`config.mk`:
```
export PLATFORM = sky130hd
export DESIGN_NAME = dmem_responder
export DESIGN_NICKNAME = d
export VERILOG_FILES = /design/src/rtl/dmem_responder.sv
export SDC_FILE = /design/constraint.sdc
export NUM_CORES = 2
export LEC_CHECK = 0
export BUFFER_PORTS_ARGS = -buffer_cell sky130_fd_sc_hd__buf_2
export CORE_UTILIZATION = 56
export CTS_BUF_LIST = sky130_fd_sc_hd__clkbuf_16
export CTS_CLUSTER_DIAMETER = 120
export DETAILED_ROUTE_END_ITERATION = 7
export HOLD_SLACK_MARGIN = 0.03
export PLACE_DENSITY = 0.78
export REMOVE_ABC_BUFFERS = 1
export SKIP_LAST_GASP = 1
export SLEW_MARGIN = 40
export SYNTH_ARGS = -nofsm -noshare
export SYNTH_HDL_FRONTEND = slang
export SYNTH_SLANG_ARGS = --single-unit
```
`constraint.sdc`:
```
create_clock -name clk -period 3.45 [get_ports clk]
set_input_delay 0.69 -clock clk [delete_from_list [all_inputs] [get_ports clk]]
set_output_delay 0.69 -clock clk [all_outputs]
set_load 0.005 [all_outputs]
```
`src/rtl/dmem_responder.sv`:
```
// Word-addressed data-memory responder with configurable wait states.
// One request in flight; a single-cycle response carries read data and an error flag.

module dmem_lane #(
    parameter int AW    = 6,
    parameter int VEC_W = 8
) (
    input  logic             clk,
    input  logic             we,
    input  logic [AW-1:0]    idx,
    input  logic [VEC_W-1:0] wdata,
    output logic [VEC_W-1:0] rdata
);
    logic [VEC_W-1:0] mem [2**AW];

    always_ff @(posedge clk) begin
        if (we) mem[idx] <= wdata;
    end

    assign rdata = mem[idx];
endmodule

module dmem_responder #(
    parameter int DEPTH_WORDS = 64,
    parameter int LATENCY     = 2
) (
    input  logic        clk,
    input  logic        reset,
    input  logic        req_valid,
    input  logic        req_we,
    input  logic [31:0] req_addr,
    input  logic [31:0] req_wdata,
    input  logic [3:0]  req_be,
    output logic        req_ready,
    output logic        rsp_valid,
    output logic [31:0] rsp_rdata,
    output logic        rsp_err
);
    localparam int AW        = $clog2(DEPTH_WORDS);
    localparam int NUM_LANES = 4;
    localparam int VEC_W     = 8;

    typedef struct packed {
        logic        we;
        logic [31:0] addr;
        logic [31:0] wdata;
        logic [3:0]  be;
    } req_t;

    typedef enum logic [1:0] {IDLE, WAIT, RESP} state_t;

    state_t                              state;
    logic [3:0]                          cnt;
    req_t                                req_q;
    req_t                                acc;
    logic                                enter_resp;
    logic                                acc_err;
    logic [AW-1:0]                       acc_idx;
    logic [NUM_LANES-1:0]                lane_we;
    logic [NUM_LANES-1:0][VEC_W-1:0]     lane_wd;
    logic [NUM_LANES-1:0][VEC_W-1:0]     lane_rd;

    assign req_ready = (state == IDLE) && !reset;

    // With zero latency the access happens on the accept edge, so the live
    // inputs are used; otherwise the latched request drives the array.
    always_comb begin
        acc = req_q;
        if (state == IDLE) acc = {req_we, req_addr, req_wdata, req_be};
    end

    assign enter_resp = ((state == IDLE) && req_valid && (LATENCY == 0)) ||
                        ((state == WAIT) && (cnt == 4'd0));
    assign acc_err    = (acc.addr[1:0] != 2'b00) || (acc.addr[31:AW+2] != '0);
    assign acc_idx    = acc.addr[AW+1:2];
    assign lane_wd    = acc.wdata;

    for (genvar i = 0; i < NUM_LANES; i++) begin : g_lane
        assign lane_we[i] = enter_resp && !reset && acc.we && acc.be[i] && !acc_err;

        dmem_lane #(.AW(AW), .VEC_W(VEC_W)) u_lane (
            .clk   (clk),
            .we    (lane_we[i]),
            .idx   (acc_idx),
            .wdata (lane_wd[i]),
            .rdata (lane_rd[i])
        );
    end

    always_ff @(posedge clk) begin
        if (reset) begin
            state     <= IDLE;
            cnt       <= '0;
            req_q     <= '0;
            rsp_valid <= 1'b0;
            rsp_rdata <= '0;
            rsp_err   <= 1'b0;
        end else begin
            rsp_valid <= 1'b0;
            case (state)
                IDLE: if (req_valid) begin
                    req_q <= acc;
                    if (LATENCY == 0) begin
                        state <= RESP;
                    end else begin
                        state <= WAIT;
                        cnt   <= 4'(LATENCY - 1);
                    end
                end
                WAIT: if (cnt == 4'd0) state <= RESP;
                      else             cnt   <= cnt - 4'd1;
                RESP:    state <= IDLE;
                default: state <= IDLE;
            endcase
            if (enter_resp) begin
                rsp_valid <= 1'b1;
                rsp_err   <= acc_err;
                rsp_rdata <= (acc.we || acc_err) ? 32'd0 : lane_rd;
            end
        end
    end
endmodule

```
After elaboration in Yosys (flattened, before gate mapping)
Memory sizes are Yosys's and may differ from the RTL's.
Index checks and enable logic that the tools add are counted.
{"block": "classes", "reduce_logical": 24, "mux": 17, "eq_ne": 4, "addsub": 1}
{"operator": "2-to-1 mux 69 bit", "count": 1}
{"operator": "2-to-1 mux 32 bit", "count": 1}
{"operator": "nonzero test 24 bit", "count": 1}
{"operator": "logical AND 1 bit", "count": 12}
{"operator": "2-to-1 mux 1 bit", "count": 9}
{"operator": "2-to-1 mux 4 bit", "count": 2}
{"operator": "one-hot mux 4 bit (2 select lines)", "count": 1}
{"operator": "logical NOT 4 bit", "count": 1}
{"operator": "2-to-1 mux 2 bit", "count": 2}
{"operator": "inequality test 2 bit, second input constant", "count": 2}
{"operator": "one-hot mux 2 bit (2 select lines)", "count": 1}
{"operator": "AND reduction 2 bit", "count": 2}
{"operator": "nonzero test 2 bit", "count": 2}
{"operator": "subtractor 4 x 1 -> 4 bit, second input constant", "count": 1}
{"operator": "AND reduction 3 bit", "count": 1}
{"operator": "equality test 2 x 1 -> 1 bit, second input constant", "count": 1}
{"operator": "logical NOT 1 bit", "count": 2}
{"operator": "logical NOT 2 bit", "count": 1}
{"operator": "logical OR 1 bit", "count": 2}
{"operator": "inequality test 2 x 1 -> 1 bit, second input constant", "count": 1}
{"block": "word_totals", "output_inout_bits": 35, "mem_count": 4, "regBits": 109, "ram_bits": 2048}
{"name": "g_lane[0].u_lane.mem", "words": 64, "word_bits": 8, "read_ports": 1, "rd_clocked_by_memory_dff": 0, "write_ports": 1, "line": "14", "source": "logic [VEC_W-1:0] mem [2**AW];"}
{"name": "g_lane[1].u_lane.mem", "words": 64, "word_bits": 8, "read_ports": 1, "rd_clocked_by_memory_dff": 0, "write_ports": 1, "line": "14"}
{"name": "g_lane[2].u_lane.mem", "words": 64, "word_bits": 8, "read_ports": 1, "rd_clocked_by_memory_dff": 0, "write_ports": 1, "line": "14"}
{"name": "g_lane[3].u_lane.mem", "words": 64, "word_bits": 8, "read_ports": 1, "rd_clocked_by_memory_dff": 0, "write_ports": 1, "line": "14"}

Longest topological paths before layout
{"block": "logic_depth", "word_depth": 8, "depth_mapped": 14, "mapped_depth_nobuf": 9}

Modules after synthesis
From an unflattened synthesis, not the netlist that was laid out.
{"block": "unflattened", "cells_unflattened": 5290, "hier_area_um2": 86047.5}
{"module": "dmem_lane", "cells_each": 1163, "n_inst": 4, "area_per_inst_um2": 20289.5, "seq_area_each_um2": 15374.7}
{"module": "dmem_responder", "cells_each": 638, "n_inst": 1, "area_per_inst_um2": 4889.7, "seq_area_each_um2": 2182.1}

Least setup slack after synthesis
OpenSTA, ideal clock, no wires.
{"block": "synth_path", "kind": "input-to-reg", "start": "in req_addr[2]", "end": "mem g_lane[3].u_lane.mem[6][0], enable pin", "path_buffers": 5, "path_slack_ns": 0.180, "t_arrival_ns": 2.886, "cell_stages": 9, "setup_ns": 0.383, "t_required_ns": 3.067, "cell_sequence": "nor3_1 -> a22o_1 -> buf_2 -> nand2_2 -> buf_6 -> buf_2 -> buf_2 -> buf_1 -> nor3_1"}
{"block": "synth_between", "elab_chain_len": 1}
{"element": "start, declared", "line": "31", "source": "input logic [31:0] req_addr,"}
{"element": "2-to-1 mux 69 bit", "line": "69", "source": "if (state == IDLE) acc = {req_we, req_addr, req_wdata, req_be};"}
{"element": "end, declared", "line": "14"}
Every way passes these cells.

Worst setup path in the final report
{"block": "layout_path", "start": "reg req_q[38] in the netlist's numbering", "end": "reg rsp_rdata[3]"}
{"block": "layout_between", "elab_chain_len": 3}
{"element": "start, declared", "line": "54", "source": "req_t req_q;"}
{"element": "start signal, assigned", "line": "94", "source": "req_q <= '0;"}
{"element": "start signal, assigned", "line": "102", "source": "req_q <= acc;"}
{"element": "2-to-1 mux 69 bit", "line": "69"}
{"element": "memory read (64 x 8 bit)"}
{"element": "2-to-1 mux 32 bit", "line": "118", "source": "rsp_rdata <= (acc.we || acc_err) ? 32'd0 : lane_rd;"}
{"element": "end signal, assigned", "line": "118"}
{"element": "end, declared", "line": "36", "source": "output logic [31:0] rsp_rdata,"}
Every way passes these cells.
A chain may end at the register's enable or synchronous reset.

==> out/metrics.csv <==
stage;metric;value;unit
run_status;run_status;complete, but fails checks;
run_status;violated_checks;negative setup slack;
worst_setup_path;reg2reg_setup_slack;-0.07;ns
die;die_w;385;um
finish;flow.area_growth_from_synthesis;16.6;%
synthesis;synthesis.area_per_instance;14.6;um2
route;routedWlPerCell;29.8;um
cts;numCtsBuffers;202;
route;via_per_inst;6.83;
worst_setup_path;timing.critical_path.to_type;flip-flop;
worst_setup_path;worst_path_dominant_cell_family;compound AO/OA/AOI/OAI gates;
die;floorplan.die.height;385;um
cts;clock_insertion_delay_worst_skew;0.84;ns
die;coreArea;146000;um2
synthesis;yosys_warnings;0;
finish;layout_cell_share_with_drive_strength_beyond_1;17.3;%
timing;final.setup_skew;0.0361;ns
run;max_cap_violations;0;
worst_setup_path;startpoint_type;flip-flop;
route;via_count;56200;
power;total_leakage_power;32.2;nW
synthesis;synth_cell_types;70;
place;routabilityCongestion;0.920;
grt;overflow_after_grt;0;
worst_hold_path;timing.hold.worst.start;req_addr[30];
cts;cts.reportedPaths.clkPinSlew;0.07;ns
place;dpl.hpwl;150000;um
timing;fin_tns_setup;-0.0687;ns
cts;htree_levels;4;
timing;finalWorstSetupSlack;-0.0687;ns
finish;final_design_area_no_fill;95800;um2
finish;postLayoutCoreUtil;65.8;%
place;numPlacedInstances;7844;
synthesis;ys.flop_type;edfxtp_1;
route;route.antenna.remaining_nets;0;
worst_setup_path;critical-path-max-stage-delay;0.61;ns
worst_setup_path;cpMaxStageDelayCell;or4_1;
worst_setup_path;critPathArrivalTime;4.27;ns
finish;finish.cell_count_without_fillers;8234;
timing;layout_worst_path_cycle_share;102;%
route;detail_route.first_pass.iterations;6;
power;ir_drop;625;uV
place;place_ws;-0.377;ns
worst_setup_path;worst_setup_path_startpoint;req_q[38]$_SDFFE_PP0P_;
synthesis;synth.cell_area;82200;um2
worst_setup_path;rr_startpoint;req_q[38]$_SDFFE_PP0P_;
cts;cts.root.buffer_cell;clkbuf_16;
cts;clock_sinks;2157;
timing;hold_viol_final;0;
synthesis;synth_edf_count;2048;
synthesis;postSynthRegisterBits;2157;
synthesis;synthCells;5625;
worst_hold_path;hp-class;primary input to flip-flop;
grt;grt_antenna_before_repair;14;
cts;tritoncts;done;
route;dr_wl_met3;37300;um
timing;highest_clock_rate;0.284;GHz
timing;timing_max_transition_violations_final;0;
finish;final.fill_count;9197;
cts;holdBufCountCts;0;
die;effective_utilization_at_floorplan;56.5;%
route;detailroute.wirelength.met2;113000;um
cts;cts-root-to-sink-buffers;3;
timing;worst_hold_slack;0.0657;ns
grt;grt_max_degree;71;
worst_setup_path;worstPathBufferInverterCount;2;
route;drc_errors;0;
die;rows;140;
worst_setup_path;required;4.20;ns
worst_setup_path;timing.critical_path.cells;o21ba_1 > buf_4 > a22oi_2 > buf_12 > o22ai_1 > a21oi_1 > a31oi_1 > or4_1 > o21ai_1;
place;post_dp_cell_area;89000;um2
place;portBuffers;106;
synthesis;ys_seq_area_share;77.5;%
synthesis;ys_async_sr_fraction;0;%
timing;finalWorstPathRequiredPeriod;3.52;ns
route;met1_routed_wirelength_after_detailed_routing;80700;um
timing;setup_viol;1;
grt;first_global_vias;55300;
route;wl;246000;um
route;detail_route.iter0.violations;8915;
worst_setup_path;timing_worst_setup_path_type;flip-flop to flip-flop;
power;power_density;630;nW/um2
die;floorplan.die_area;148000;um2
grt;grt_use_total;33.1;%
timing;timing_worst_slew_pin_value;0.876;ns
finish;design.final.nets;6205;
power;total_power;60.4;mW
grt;global_route_wire_length_before_repair;359000;um
route;highest-signal-layer;met5;
timing;grt_setup_unrepaired;true;
timing;slew_headroom;41.0;%
die;num_io_pins;107;
worst_setup_path;maximum_fanout_along_the_worst_path;61;
-- flip-flops by register name, summed over array words and instances (netlist names) --
signal	cells
g_lane.u_lane.mem	2048
state	2
req_q	69
rsp_rdata	32
cnt	4
rsp_valid	1
rsp_err	1
-- path summary, 6_finish.rpt --
path                                    end  cells after the start
hold / removal       req_q[66]$_SDFFE_PP0P_                      2
hold reg to reg       req_q[0]$_SDFFE_PP0P_                      2
setup / recovery  rsp_rdata[3]$_SDFFE_PP0N_                      9
setup reg to reg  rsp_rdata[3]$_SDFFE_PP0N_                      9
-- Yosys cell counts, types with 33 or more instances --
| cell | number | area (um2) |
|---|---|---|
| a21oi_1 | 195 | 976 |
| a22o_1 | 76 | 666 |
| a31oi_1 | 143 | 895 |
| a32oi_1 | 94 | 823 |
| buf_1 | 66 | 248 |
| buf_2 | 158 | 791 |
| buf_4 | 33 | 248 |
| clkbuf_1 | 134 | 503 |
| dfxtp_1 | 109 | 2180 |
| edfxtp_1 | 2048 | 61500 |
| mux2i_1 | 40 | 400 |
| nand2_1 | 991 | 3720 |
| nand3_1 | 213 | 1070 |
| nor2_1 | 240 | 901 |
| nor3_1 | 260 | 1300 |
| o21ai_0 | 63 | 315 |
| o221ai_1 | 114 | 998 |
| o22a_1 | 34 | 298 |
| o22ai_1 | 355 | 2220 |
-- power by group --
group / internal [mW] / total (mW) / switching, mW
registers: 29.7 / 29.8 / 0.0774
logic: 2.28 / 8.29 / 6.01
clock network: 12.6 / 22.3 / 9.73
-- kinds of logic after synthesis --
group	Yosys count	share of synthesized area, %
compound gates	1223	10.3
xor+xnor	2	0.0213
fa+ha+maj	2	0.0304
buf+inv	417	2.46
flops	2157	77.5
mux	46	0.604
simple gates	1778	9.11
-- metal layers --
metal | up-vias | GRT usage [%]
li1 | 23000 | -
met1 | 27300 | 42.9
met2 | 5007 | 51.1
met3 | 927 | 9.01
met4 | 12 | 17.8
met5 | - | 0
-- cell type report --
type / instances / area [um2] / share of cell area [%]
repair buffers: 710 / 6200 / 6.47
multi-input cells: 3051 / 16800 / 17.5
clock buffers: 204 / 5100 / 5.33
inverters: 9 / 33.8 / 0.0353
well taps: 1917 / 2400 / 2.50
clock inverters: 178 / 1560 / 1.63
flip-flops and latches: 2157 / 63700 / 66.5
diodes: 8 / 20.0 / 0.0209
-- layout by cell type, fill, tap and decap left out, types with 9 or more instances in the layout --
master / n
nor4_1: 29
mux2i_1: 39
nor3_2: 9
inv_1: 48
bufinv_16: 24
or3_1: 9
a211oi_1: 10
clkbuf_16: 204
o21ai_0: 62
buf_12: 90
buf_4: 513
clkinv_2: 38
nand2_2: 38
a21oi_1: 194
a221oi_1: 13
edfxtp_1: 2048
dfxtp_1: 107
a22o_1: 75
o211ai_1: 23
o2111ai_1: 12
clkinv_1: 48
o22ai_1: 355
a32o_1: 11
nand2_1: 947
clkinvlp_4: 9
o22a_1: 34
buf_2: 106
o31ai_1: 31
o221ai_1: 114
a31oi_1: 141
nor2_1: 239
a32oi_1: 94
nand3_1: 212
nor3_1: 251
-- timing repair --
action | CTS | global route
pin swaps | 0 | 0
gates cloned | 0 | 0
resized for setup | 4 | 12
setup endpoints to repair | 3 | 61
setup buffers | 0 | 0
Note: power is estimated with default switching activity, not from simulation.
